**config.mk**
```make
export PLATFORM = sky130hd
export DESIGN_NAME = half_adder
export DESIGN_NICKNAME = d
export VERILOG_FILES = /design/src/rtl/half_adder.sv
export SDC_FILE = /design/constraint.sdc
export NUM_CORES = 1
export LEC_CHECK = 0
export BUFFER_PORTS_ARGS = -buffer_cell sky130_fd_sc_hd__buf_2
export CAP_MARGIN = 20
export CORE_AREA = 2 2 39 41
export DETAILED_ROUTE_END_ITERATION = 7
export DIE_AREA = 0 0 41 43
export GPL_ROUTABILITY_DRIVEN = 1
export SLEW_MARGIN = 20
export SYNTH_ARGS = -nofsm -noshare
export SYNTH_HDL_FRONTEND = slang
export SYNTH_SLANG_ARGS = --single-unit
export TNS_END_PERCENT = 50
```
**constraint.sdc**
```tcl
create_clock -name clk -period 0.8 [get_ports clk]
set_clock_uncertainty 0.15 [all_clocks]
set_input_delay 0.04 -clock clk [delete_from_list [all_inputs] [get_ports clk]]
set_output_delay 0.04 -clock clk [all_outputs]
set_load 0.01 [all_outputs]
```
**src/rtl/half_adder.sv**
```systemverilog
`default_nettype none
// ============================================================================
//  Module   : half_adder
//  Purpose  : WIDTH independent 1-bit half adders. Each lane has a
//             combinational sum/carry and a one-stage registered copy
//             qualified by a valid flag.
//  Option   : HALF_ADDER_CNT_EN adds carry_cnt, a wrapping count of carry
//             events captured on valid cycles.
//  Revision : 1.0 - initial release
// ============================================================================
module half_adder #(
  parameter int WIDTH = 1,
  parameter int CNT_W = 16
) (
  input  logic             clk,
  input  logic             rst,
  input  logic [WIDTH-1:0] a,
  input  logic [WIDTH-1:0] b,
  input  logic             in_valid,
  output logic [WIDTH-1:0] sum,
  output logic [WIDTH-1:0] carry,
  output logic [WIDTH-1:0] sum_q,
  output logic [WIDTH-1:0] carry_q,
  output logic             out_valid
`ifdef HALF_ADDER_CNT_EN
  ,
  output logic [CNT_W-1:0] carry_cnt
`endif
);

  // Reject illegal configurations when the design is elaborated.
  if (WIDTH < 1) begin : g_width_chk
    $error("half_adder: WIDTH must be at least 1");
  end
  if (CNT_W < 1) begin : g_cnt_w_chk
    $error("half_adder: CNT_W must be at least 1");
  end

  // Lanes are fully independent: no carry ripples from one lane to the next.
  for (genvar i = 0; i < WIDTH; i++) begin : g_lane
    assign sum[i]   = a[i] ^ b[i];
    assign carry[i] = a[i] & b[i];
  end

  logic [WIDTH-1:0] sum_d;
  logic [WIDTH-1:0] carry_d;
  logic             out_valid_d;

  // Capture a fresh result on valid input; otherwise hold data, drop valid.
  always_comb begin
    sum_d       = sum_q;
    carry_d     = carry_q;
    out_valid_d = 1'b0;
    if (in_valid) begin
      sum_d       = sum;
      carry_d     = carry;
      out_valid_d = 1'b1;
    end
  end

  // Registered result; reset clears it immediately, without a clock edge.
  always_ff @(posedge clk or posedge rst) begin
    if (rst) begin
      sum_q     <= '0;
      carry_q   <= '0;
      out_valid <= 1'b0;
    end else begin
      sum_q     <= sum_d;
      carry_q   <= carry_d;
      out_valid <= out_valid_d;
    end
  end

`ifdef HALF_ADDER_CNT_EN
  logic [CNT_W-1:0] carry_cnt_d;

  // Add the number of carrying lanes on every valid cycle; wraps silently.
  always_comb begin
    carry_cnt_d = carry_cnt;
    if (in_valid) begin
      for (int i = 0; i < WIDTH; i++) begin
        if (carry[i]) begin
          carry_cnt_d = carry_cnt_d + CNT_W'(1);
        end
      end
    end
  end

  // Carry-event counter register, cleared asynchronously with the datapath.
  always_ff @(posedge clk or posedge rst) begin
    if (rst) begin
      carry_cnt <= '0;
    end else begin
      carry_cnt <= carry_cnt_d;
    end
  end
`endif

endmodule
`default_nettype wire

```
==> results by group <==
Status
  – Outcome: finished with violations
  – Failing checks: hold timing, setup timing

Power
  – Max VDD drop: 0.275 mV
  – Sw Pwr: 124 uW
  – PwrDens: 2240 nW/um^2
  – Sw Ratio: approximately a quarter
  – Power share of the clock group: 50.8%
  – Internal: 402 uW
  – Register share of total power: 32.9%
  – Combinational power share: 16.3%
  – Leak: 0.000119 uW

Critical path
  – RR Startpoint: sum_q
  – R2R setup slack: -90 ps
  – Critical path arrival: 740 ps
  – Worst-path maximum fanout: 2
  – Critical path required time: 610 ps
  – RR Endpoint: sum_q
  – CP max-delay cell: dfrtp_1
  – FF-to-FF path depth: 1
  – Top Family by Delay on Critical Path: flip-flops
  – Worst stage delay on the critical path: ~370 ps
  – Worst Setup Start Kind: register
  – Crit path kind: register to primary output
  – Worst setup EP type: primary output
  – Worst Path Buf+Inv: 1
  – Crit-path cells: buf_2

Worst hold path
  – Worst hold path type: input port to register
  – Hold endpoint: out_valid
  – Hold path depth: 1
  – Hold_sp: in_valid

Detailed routing
  – Vias per inst: between 2 and 3
  – Routed Antenna Nets: 0
  – Detailed-route DRC error count: 0
  – Vias: 107
  – Drt initial violations: 1
  – DR WL/cell: about 8.3 um
  – Detailed Routing Iterations Pass 1: 2
  – Wirelength, routed: 317 um

Synth
  – Largest family of logic cells by synthesized area: multiplexers
  – Area share of and/or/nand/nor cells after synthesis: 0%
  – Synth Area in Adders: 11.0%
  – Area leader, netlist: dfrtp_1
  – Syn nets: 13
  – Cells after Synth: 7
  – Yosys reg bits: 3
  – Synth Area in XOR/XNOR: 0%
  – Top post-synthesis cells by area: dfrtp_1, mux2_2, ha_1
  – Syn. warnings: 0
  – Area fraction of the dominant cell type after synthesis: between 60% and 70%
  – Synth cell types: 4
  – Post-synthesis compound-gate area fraction: 0%
  – Sequential area share after synthesis: 65.9%
  – Synthesized cell area: 114 sq um
  – Syn Area/Cell: 16.3 sq um
  – Mux share of post-synthesis cell area: 19.8%

Clocking
  – Clk_lat worst skew: 230 ps
  – Setup bufs post-CTS: 0
  – Clock transition at path regs: 40 ps
  – Hold Buf Count CTS: 1
  – Clk buf depth: 2
  – Total CTS buffers: 3
  – Clk sinks: 3
  – CTS tree: done
  – Root Buffer: clkbuf_4
  – CTS HTree Levels: 1

Timing
  – Max-slew headroom: 92.8%
  – Sum of negative setup slack: -546 ps
  – Max Freq: 1070 MHz
  – Slew @ Worst Pin: around 110 ps
  – Final WS setup: -131 ps
  – RSZ-0062 raised after global routing: true
  – Hold slack: -192 ps
  – Pins Over Slew Limit: 0
  – Post-route clock period utilization: 116%
  – Final-report setup violation count: 6
  – Tmin final: approximately 930 ps
  – Final hold vios: 3

Finish
  – Filler Cell Count: 157
  – Seq. cell area: 75.1 sq um
  – Antenna Diode Count: 0
  – Final Net Count: 29
  – Leading cell types in the layout, fill and taps excluded: buf_2, dfrtp_1, clkbuf_4, mux2_2
  – Most common cell after layout, fill and taps aside: buf_2
  – Multi-input gate area: about 48 sq um
  – Layout cells sized above 1: 72.7%
  – Layout area overhead: 107%

Place
  – PortBufs: 9
  – RD Place Congestion: 0.524

Die
  – Die W: 41 um
  – Overall die height: 43 um
  – Core ar.: 1380 sq um
  – Starting Density: 8.23%
  – Standard-cell row count: 14
  – Io pins: 10
  – Die ar.: 1760 sq um

Global routing
  – Vias in the first global route: 113
  – First-pass GRT wire length: 434 um
  – Initial antenna violation count: 0
  – Grt total ovfl: 0
  – Largest net degree at the start of global routing: 4
  – Overall Global Routing Usage: 4.72%

Run
  – MaxCap Viol Count: 0
==> power by group through the flow <==
stage          combinational [uW]  clock (uW)  sequential, uW
4_1_cts                      87.0         282             173
2_1_floorplan                26.3           0             183
5_1_grt                      94.9         296             175
3_5_place_dp                 76.4           0             175
3_3_place_gp                 75.3           0             175
6_report                     85.6         267             173
==> flip-flops by register name (all words and copies together) (netlist names) <==
| name | flops |
|---|---|
| out_valid | 1 |
| sum_q | 1 |
| carry_q | 1 |
==> metal layers <==
layer  global-route usage [%]  vias up  routed length, um
li1                         -       55                  -
met1                     4.52       40                140
met2                     3.75       10                 96
met3                     4.71        2                 74
met4                     8.00        0                  6
met5                        0        -                  0
==> kinds of logic after synthesis <==
logic type | count (synthesis)
adder cells (fa/ha/maj) | 1
buffers and inverters | 1
flip-flops | 3
multiplexers | 2
==> how the worst max path moves through the flow <==
| stage | to | start | slack (ps) | cells past startpoint |
|---|---|---|---|---|
| 3_5_place_dp | sum_q | a | -180 | 3 |
| 2_1_floorplan | carry_q | carry_q | -120 | 1 |
| 3_3_place_gp | sum_q | a | -180 | 3 |
| 6_report | sum_q | sum_q | -130 | 1 |
| 5_1_grt | sum_q | sum_q | -160 | 1 |
| 4_1_cts | sum_q | sum_q | -140 | 1 |
==> through the flow <==
stage / worst slack (ps) / instances / util (%) / total power [uW] / area, sq um
finish: -131 / 38 / 17.0 / 526 / 235
global route: -161 / 38 / 17.0 / 566 / 235
CTS: -141 / 38 / 17.0 / 542 / 235
detailed placement: -177 / 33 / 13.5 / 252 / 186
global placement: -181 / 33 / 13.5 / 251 / 186
floorplan: -119 / 7 / - / 209 / 114
==> what timing repair did <==
| action | CTS | global route |
|---|---|---|
| endpoints found under the setup margin | 6 | 6 |
| endpoints found under the hold margin | 6 | 3 |
| resized for setup | 1 | 0 |
==> synthesized netlist by cell type <==
library cell / n
dfrtp_1: 3
mux2_2: 2
ha_1: 1
inv_1: 1
==> cell type report <==
class	count	area share, %
Timing Repair Buffer	11	26.6
Sequential cell	3	31.9
Multi-Input combinational cell	3	20.2
Clock buffer	4	11.2
Tap cell	16	8.51
Inverter	1	1.60
No activity file was read; power rests on OpenSTA's default activity.
